`src/rtl/led_sequencer.sv`:
```
// rtl/led_sequencer.sv - LED pattern sequencer with debounced run/pause and mode buttons
module led_sequencer_button #(
    parameter int DEBOUNCE_CYCLES = 270000
) (
    input  logic clk,
    input  logic rst,
    input  logic btn_n,
    output logic press
);
    localparam int CW = (DEBOUNCE_CYCLES > 1) ? $clog2(DEBOUNCE_CYCLES) : 1;
    localparam logic [CW-1:0] CNT_MAX = CW'(DEBOUNCE_CYCLES - 1);

    logic          sync1;
    logic          s;
    logic          deb;
    logic          deb_d;
    logic [CW-1:0] cnt;

    always_ff @(posedge clk) begin
        if (rst) begin
            sync1 <= 1'b1;
            s     <= 1'b1;
            deb   <= 1'b1;
            deb_d <= 1'b1;
            cnt   <= '0;
            press <= 1'b0;
        end else begin
            sync1 <= btn_n;
            s     <= sync1;
            deb_d <= deb;
            // Only the released-to-pressed edge of the debounced level is an event
            press <= deb_d & ~deb;
            if (s == deb) begin
                cnt <= '0;
            end else if (cnt == CNT_MAX) begin
                deb <= s;
                cnt <= '0;
            end else begin
                cnt <= cnt + CW'(1);
            end
        end
    end
endmodule

module led_sequencer #(
    parameter int LED_WIDTH       = 6,
    parameter int TICK_DIV        = 13500000,
    parameter int DEBOUNCE_CYCLES = 270000,
    parameter int LED_ACTIVE_LOW  = 1
) (
    input  logic                 clk,
    input  logic                 rst,
    input  logic                 btn_run_n,
    input  logic                 btn_mode_n,
    output logic [LED_WIDTH-1:0] led,
    output logic                 running,
    output logic [1:0]           mode,
    output logic                 tick
);
    localparam int PW = (TICK_DIV > 1) ? $clog2(TICK_DIV) : 1;
    localparam logic [PW-1:0] PRE_MAX = PW'(TICK_DIV - 1);

    logic                 run_press;
    logic                 mode_press;
    logic [PW-1:0]        presc;
    logic [LED_WIDTH-1:0] pattern;
    logic [LED_WIDTH-1:0] pattern_step;
    logic [LED_WIDTH-1:0] start_value;
    logic                 dir;
    logic                 dir_step;
    logic                 step;
    logic [1:0]           mode_next;

    led_sequencer_button #(.DEBOUNCE_CYCLES(DEBOUNCE_CYCLES)) u_run_btn (
        .clk   (clk),
        .rst   (rst),
        .btn_n (btn_run_n),
        .press (run_press)
    );

    led_sequencer_button #(.DEBOUNCE_CYCLES(DEBOUNCE_CYCLES)) u_mode_btn (
        .clk   (clk),
        .rst   (rst),
        .btn_n (btn_mode_n),
        .press (mode_press)
    );

    assign step        = running && (presc == PRE_MAX);
    assign mode_next   = mode + 2'd1;
    // Ring and bounce modes start one-hot at bit 0; counters start at zero
    assign start_value = mode_next[1] ? LED_WIDTH'(1) : '0;

    always_comb begin
        pattern_step = pattern;
        dir_step     = dir;
        case (mode)
            2'd0: pattern_step = pattern + LED_WIDTH'(1);
            2'd1: pattern_step = pattern - LED_WIDTH'(1);
            2'd2: pattern_step = {pattern[LED_WIDTH-2:0], pattern[LED_WIDTH-1]};
            default: begin
                if (!dir) begin
                    if (pattern[LED_WIDTH-1]) begin
                        pattern_step = pattern >> 1;
                        dir_step     = 1'b1;
                    end else begin
                        pattern_step = pattern << 1;
                    end
                end else begin
                    if (pattern[0]) begin
                        pattern_step = pattern << 1;
                        dir_step     = 1'b0;
                    end else begin
                        pattern_step = pattern >> 1;
                    end
                end
            end
        endcase
    end

    always_ff @(posedge clk) begin
        if (rst) begin
            pattern <= '0;
            mode    <= 2'd0;
            running <= 1'b1;
            presc   <= '0;
            tick    <= 1'b0;
            dir     <= 1'b0;
        end else begin
            tick <= step;
            if (run_press) begin
                running <= ~running;
            end
            // A mode press restarts the pattern and overrides a coincident step
            if (mode_press) begin
                mode    <= mode_next;
                presc   <= '0;
                dir     <= 1'b0;
                pattern <= start_value;
            end else begin
                if (running) begin
                    presc <= step ? '0 : presc + PW'(1);
                end
                if (step) begin
                    pattern <= pattern_step;
                    dir     <= dir_step;
                end
            end
        end
    end

    assign led = (LED_ACTIVE_LOW != 0) ? ~pattern : pattern;
endmodule

```
`config.mk`:
```
export PLATFORM = sky130hd
export DESIGN_NAME = led_sequencer
export DESIGN_NICKNAME = d
export VERILOG_FILES = /design/src/rtl/led_sequencer.sv
export SDC_FILE = /design/constraint.sdc
export NUM_CORES = 1
export LEC_CHECK = 0
export ABC_AREA = 1
export BUFFER_PORTS_ARGS = -buffer_cell sky130_fd_sc_hd__buf_2
export CAP_MARGIN = 20
export CORE_MARGIN = 2
export CORE_UTILIZATION = 45
export DETAILED_ROUTE_END_ITERATION = 16
export SLEW_MARGIN = 20
export SYNTH_ARGS = -nofsm -noshare
export SYNTH_HDL_FRONTEND = slang
export SYNTH_SLANG_ARGS = --single-unit
```
`constraint.sdc`:
```
create_clock -name clk -period 2.16 [get_ports clk]
set_input_delay 0.324 -clock clk [delete_from_list [all_inputs] [get_ports clk]]
set_output_delay 0.324 -clock clk [all_outputs]
set_load 0.02 [all_outputs]
```
# Word level (Yosys, flattened, before mapping)
# Cells that the tools add are included.
# word_totals
input_bits	4
regBits	83
output_inout_bits	10
wordCells	61
# op_classes
add_sub_neg	6
bitwise	9
eq_ne	7
n_mux	11
reduce_logical	10
# op_table
operator	count
$add 19x1->19 const B	2
$eq 19x19->1 const B	2
$mux 6	5
$add 24x1->24 const B	1
$eq 24x24->1 const B	1
$mux 24	1
$pmux 6 s3	1
$reduce_or 3->1	3
$add 6x1->6 const B	1
$not 1->1	6
$not 6->6	1
$reduce_and 2->1	3
$sub 6x1->6 const B	1
$mux 1	4
$add 2x1->2 const B	1
$and 1x1->1	2
$eq 1x1->1	2
$eq 2x1->1 const B	1
$eq 2x2->1 const B	1
$logic_not 2->1	1
$reduce_bool 2->1	1
$reduce_or 2->1	1
$logic_and 1x1->1	1

# Depth between registers and ports, before layout
# Gate-level depths: netlist of run 1.
# logic_depth
ltp_word	5
depth_mapped	16
depth_no_buf	15

# Cells and area by module
# A second synthesis of run 1 with hierarchy kept.
# hier_totals
cells_unflattened	643
hier_area_um2	4403.0
# modules_own_cells
module	cells_each	seq_area_each_um2	area_per_inst_um2	n_inst
led_sequencer_button	152	480.5	1102.3	2
led_sequencer	339	700.7	2198.4	1

# Worst setup path before layout of run 1
# OpenSTA, ideal clock, no wires.
# synth_timing
kind	register to register
start	register mode[1]
end	register pattern[4]
arrival_time_ps	1945
t_required_ps	2047
slack_ps	102
n_path_buf	1
setup_ps	113
period_less_slack_ps	2058
path_stages_with_launch	16
cell_sequence	dfxtp_1 inv_1 ha_1 buf_2 inv_1 nand2_1 nand2_1 inv_1 ha_1 a21o_1 nand3_1 nand3_1 nand3_1 nand2_1 nand3_1 nand2_1
# synth_between
elab_chain_len	4
elab_cells_between_ends	6
classes_between	2 x eq/ne; 3 x mux; 1 x reduce/logical
# synth_lines
item	line_no	rtl
from (decl)	57	output logic [1:0] mode,
from (signal assigned)	135	mode <= mode_next;
$eq 2x2->1, or another cell as far along	96	case (mode)
$pmux 6 s3 *	96	
$mux 6 *	143	if (step) begin
$mux 6 *	134	if (mode_press) begin
to (signal assigned)	138	pattern <= start_value;
to (signal assigned)	144	pattern <= pattern_step;
to (decl)	66	logic [LED_WIDTH-1:0] pattern;
# Mark *: on every way between the ends. The rest lies on a longest branch, timed or not. The select of a mux whose other input is x is not followed.
# A chain may end at the register's enable or synchronous reset.

# Worst setup path in the final report of run 1
# Ends and elaborated chain as after synthesis.

==> results of run 1 <==
## placed cells by master, fill, tap and decap left out, types with 5 or more instances in the layout
cell type  instances
nor3_1            30
xor2_1            18
nand2_1          133
buf_4              5
or2_2              8
dfxtp_1           82
inv_1             86
xnor2_1            6
nor3b_1            9
clkbuf_8           9
nand2_2            6
ha_1               9
nand3_1           44
a21oi_1           32
nor2_1            91
buf_2             13
nand4_1           18
o21ai_0           16
nor2_2             6
## cell type report
type                       instances  area (sq um)
timing repair buffer              18         102.6
sequential                        83          1663
inverter                          88         330.3
clock inverter                     7         100.1
multi-input combinational        448          2272
tap                              129         161.4
fill                             986          4531
clock buffer                       9         123.9
## worst paths after layout
check | startpoint | endpoint | depth (start not counted)
max | mode[1]$_SDFFE_PP0P_ | pattern[4]$_SDFFE_PP0P_ | 14
min | btn_run_n | u_run_btn.sync1$_SDFF_PP1_ | 2
min reg2reg | u_run_btn.sync1$_SDFF_PP1_ | u_run_btn.s$_SDFF_PP1_ | 1
max reg2reg | mode[1]$_SDFFE_PP0P_ | pattern[4]$_SDFFE_PP0P_ | 14
## registers in the layout (all words and copies together) (netlist names), 2 cells and up
| register | cells |
|---|---|
| presc | 24 |
| u_mode_btn.cnt | 19 |
| u_run_btn.cnt | 19 |
| pattern | 6 |
| mode | 2 |
## critical path, delay by kind of cell (launching register included)
family	cells	cell delay (ns)
simple gates	8	0.57
fa+ha+maj	2	0.41
flops	1	0.37
buf+inv	3	0.28
compound gates	1	0.17
## stage by stage
step	hold WS (ns)	area [sq um]	power [mW]	util (%)
2_1_floorplan	0.3895	4313	1.617	-
3_3_place_gp	0.3959	4526	1.631	48.75
3_5_place_dp	0.3975	4526	1.633	48.75
4_1_cts	0.1423	4750	2.882	51.16
5_1_grt	0.1372	4753	2.964	51.20
6_report	0.1509	4753	2.841	51.20
## cells by family after synthesis
family	count (synthesis)	synth area share, %
AOI/OAI and AO/OA	57	7.253
xor gates and xnor gates	24	4.874
DFF	83	38.53
and+or+nand+nor	357	37.60
adders and majority gates	10	2.901
buffers and inverters	95	8.848
## routing by layer
metal  share of wire (%)  track usage (%)
met5                   0                0
met4                 1.8            6.769
met3                 2.8            2.941
met2                  43            29.61
met1                  52            26.31
## report_power, final
part	internal [mW]	total [mW]	switching (mW)
Clock	0.657	1.25	0.589
Combinational	0.0167	0.0510	0.0343
Sequential	1.54	1.54	0.00603
==> reports/results.txt, run 1 <==
CP cell instances -> inv_1, ha_2, inv_1, nand2_1, nand2_1, inv_1, ha_1, a21o_1, nand3_1, nand3_1, nand3_1, nand2_1, nand3_1, nand2_1
Startpoint Class -> register
routability cong. -> 0.9033
syn_area_per_cell -> 6.890 sq um
Pleak -> 1.881 nW
vias in the first global route -> 3538
fin. max-slew vios -> 0
CTS Sinks -> 83
status -> completed
period utilization -> 88.54%
setup TNS -> 0 ns
Final Critical Period -> 1.912 ns
endpoints failing setup -> 0
final setup margin -> 0.2476 ns
global-route wire length before repair -> 15900 um
Die ar. -> 10380 sq um
Netlist Area Pre-Place -> 4313 sq um
power per cell area -> 597.6 nW/um^2
Via density -> 4.913
R2R setup slack -> 0.25 ns
Netlist cell types -> 40
fmax -> 522.9 MHz
Critical Path RT -> 2.41 ns
number of cells after detailed placement -> 766
die width -> 101.9 um
Worst VDD drop -> 0.0003622 V
IO Pins -> 14
antenna-violating nets left -> 0
dpl ws -> 0.1229 ns
WS Path Type -> reg2reg
via count -> 3842
syn_nets -> 640
Core Area -> 9284 sq um
Final Net Count -> 662
Area contributors post-synth -> dfxtp_1 (39%), nand2_1 (12%), nor2_1 (7.9%)
Post-synth EDFFs -> 0
worst-margin pin slew -> 0.8259 ns
CP arrival -> 2.17 ns
share of the synthesized area in the top cell type -> 38.53%
post-layout instance count excluding filler cells -> 782
diodes inserted -> 0
CP Max Fanout -> 9
TritonCTS Buffers -> 9
die height -> 101.9 um
Yosys reg bits -> 83
starting density of the core -> 46.46%
area delta synth->final -> 10.21%
Detailed Route WL -> 8878 um
post-synth top area cell -> dfxtp_1
pin count of the biggest net entering global routing -> 20
Mapped Cells -> 626
hpwl dp -> 6703 um
htree depth -> 3
worst clock skew -> 0.01345 ns
Hold Buf Count CTS -> 0
1st-iter DRT viols -> 107
CTS clk-pin slew, worst paths -> 0.08 ns
CP max stage cell -> dfxtp_2
DRT Pass-1 Iters -> 4
max_slew headroom -> 44.78%
slowest cell delay on critical path -> 0.37 ns
final hold vios -> 0
CTS tree -> yes
register area share after synthesis -> 38.53%
HP Class -> in2reg
Setup Fix Bufs, Post-CTS -> 0
DRC -> 0
IO buf count -> 13
layout cells sized above 1 -> 9.648%
Primary FF master, synth -> dfxtp_1
synth cell count leaders -> nand2_1 (133), nor2_1 (91), inv_1 (86)
# rows -> 35
antenna violations before repair -> 0
gr ovfl total -> 0
fraction of registers with async set/reset -> 0%
Ys Warns -> 0
All-Layer GR Usage -> 18.84%
most frequent cell after synthesis -> nand2_1
post-cts sizing count -> 0
Clk Latency, worst-skew pair -> 0.36 ns
Routed WL per cell -> 11.35 um
Max Root-Sink Buffers -> 2
CTS root buf -> clkbuf_8
max cap viols -> 0
CP endpoint kind -> register
RSZ-0062 raised after global routing -> false
No activity file was read; power rests on OpenSTA's default activity.
==> inputs of run 2 (changes only) <==
--- a/config.mk
+++ b/config.mk
@@ -11,6 +11,7 @@
 export CORE_MARGIN = 2
 export CORE_UTILIZATION = 45
 export DETAILED_ROUTE_END_ITERATION = 16
+export RECOVER_POWER = 25
 export SLEW_MARGIN = 20
 export SYNTH_ARGS = -nofsm -noshare
 export SYNTH_HDL_FRONTEND = slang
==> reports/results.txt, run 2 (same netlist as run 1, synthesis figures left out) <==
vias in the first global route -> 3538
pin count of the biggest net entering global routing -> 20
Final Cell Area -> 4732 sq um
path depth of the worst reg2reg path -> 14
max_slew headroom -> 44.78%
Reg with most FFs -> presc
Multi-input gate area -> 2270 sq um
hpwl dp -> 6703 um
starting density of the core -> 46.46%
CP arrival -> 2.17 ns
Routed WL per cell -> 11.37 um
area delta synth->final -> 9.719%
Die ar. -> 10380 sq um
R2R setup slack -> 0.24 ns
fin. max-slew vios -> 0
post-layout instance count excluding filler cells -> 782
beginning of the worst hold path -> btn_run_n
dpl ws -> 0.1229 ns
Max Root-Sink Buffers -> 2
All-Layer GR Usage -> 18.84%
Setup Fix Bufs, Post-CTS -> 0
Final Critical Period -> 1.919 ns
# rows -> 35
Comb pwr share -> 1.7%
RSZ-0062 raised after global routing -> false
antenna violations before repair -> 0
Core Area -> 9284 sq um
most frequent cells in the layout -> nand2_1 (133), nor2_1 (92), inv_1 (86)
Clk Latency, worst-skew pair -> 0.36 ns
Critical Path RT -> 2.41 ns
r2r startpoint -> mode[1]$_SDFFE_PP0P_
global-route wire length before repair -> 15900 um
biggest registers after layout -> presc (24), u_mode_btn.cnt (19), u_run_btn.cnt (19)
Final Net Count -> 662
final hold vios -> 0
fmax -> 521.1 MHz
IO buf count -> 13
final setup margin -> 0.2408 ns
die width -> 101.9 um
CP endpoint kind -> register
CTS clk-pin slew, worst paths -> 0.09 ns
Power Total -> 2.841 mW
register share of total power -> 54.4%
CTS Sinks -> 83
worst clock skew -> 0.01345 ns
period utilization -> 88.85%
worst-margin pin slew -> 0.8259 ns
IO Pins -> 14
switching pwr -> 0.6309 mW
final hold slack -> 0.1508 ns
Via density -> 4.914
CTS root buf -> clkbuf_8
Hold Buf Count CTS -> 0
hold path cells -> 2
max cap viols -> 0
RR Endpoint -> pattern[4]$_SDFFE_PP0P_
endpoints failing setup -> 0
via count -> 3843
diodes inserted -> 0
DRT Pass-1 Iters -> 4
power per cell area -> 600.4 nW/um^2
Pleak -> 1.853 nW
Finished Core Util -> 50.97%
antenna-violating nets left -> 0
commonest non-fill, non-tap cell in the layout -> nand2_1
htree depth -> 3
register area -> 1663 sq um
filler cell count -> 995
DRC -> 0
TritonCTS Buffers -> 9
WS Path Type -> reg2reg
Clock power frac -> 43.9%
number of cells after detailed placement -> 766
die height -> 101.9 um
Detailed Route WL -> 8895 um
1st-iter DRT viols -> 101
Worst VDD drop -> 0.0003615 V
routability cong. -> 0.9033
CP Max Fanout -> 9
sw frac -> 22.21%
max reg flops -> 24
Startpoint Class -> register
setup TNS -> 0 ns
status -> completed
HP Class -> in2reg
hold worst-path end -> u_run_btn.sync1$_SDFF_PP1_
layout cells sized above 1 -> 7.810%
post-place instance area -> 4526 sq um
gr ovfl total -> 0
Int Pwr -> 2.210 mW
CTS tree -> yes
==> run 2: cell count changes in the layout (fill, tap and decap cells not counted) <==
cell      before  now
buf_2         13    4
buf_4          5    3
clkbuf_1       0   11
nor2_1        91   92
nor2_2         6    5
==> run 2: worst max-delay path by stage <==
stage	startpoint	to	slack [ns]	cells past startpoint
floorplan	mode[1]$_SDFFE_PP0P_	pattern[4]$_SDFFE_PP0P_	0.10	15
global placement	mode[1]$_SDFFE_PP0P_	pattern[4]$_SDFFE_PP0P_	0.22	14
CTS	mode[1]$_SDFFE_PP0P_	pattern[4]$_SDFFE_PP0P_	0.10	14
finish	mode[1]$_SDFFE_PP0P_	pattern[4]$_SDFFE_PP0P_	0.24	14
global route	mode[1]$_SDFFE_PP0P_	pattern[4]$_SDFFE_PP0P_	0.03	14
detailed placement	mode[1]$_SDFFE_PP0P_	pattern[4]$_SDFFE_PP0P_	0.12	14
==> run 2: critical path, stage by stage, from the launching register on <==
cell	delay [ns]
dfxtp_2	0.37
inv_1	0.09
ha_2	0.24
inv_1	0.15
nand2_1	0.07
nand2_1	0.07
inv_1	0.05
ha_1	0.17
a21o_1	0.17
nand3_1	0.10
nand3_1	0.08
nand3_1	0.08
nand2_1	0.05
nand3_1	0.06
nand2_1	0.05
==> run 2: power groups by stage <==
| stage | clock network, mW | logic (mW) | registers [mW] |
|---|---|---|---|
| floorplan | 0 | 0.0384 | 1.58 |
| global placement | 0 | 0.0509 | 1.58 |
| detailed placement | 0 | 0.0523 | 1.58 |
| CTS | 1.28 | 0.0525 | 1.54 |
| global route | 1.36 | 0.0573 | 1.55 |
| finish | 1.25 | 0.0497 | 1.54 |
==> run 2: final cells by class <==
cell class	count	share of cell area, %
multi-input cells	448	47.96
flip-flops and latches	83	35.14
inverters	88	6.980
well taps	129	3.411
clock buffers	9	2.618
clock inverters	7	2.115
repair buffers	18	1.772
==> run 2: timing repair <==
| item | in CTS | in global routing |
|---|---|---|
| setup endpoints to repair | 0 | 2 |
| gates resized for setup | 0 | 2 |
| endpoints found under the hold margin | 0 | 0 |
==> run 2: layer usage <==
metal	wire length, um	GRT usage (%)	up-vias
li1	-	-	2051
met1	4619	26.31	1730
met2	3882	29.61	49
met3	240	2.941	13
met4	153	6.769	0
met5	0	0	-
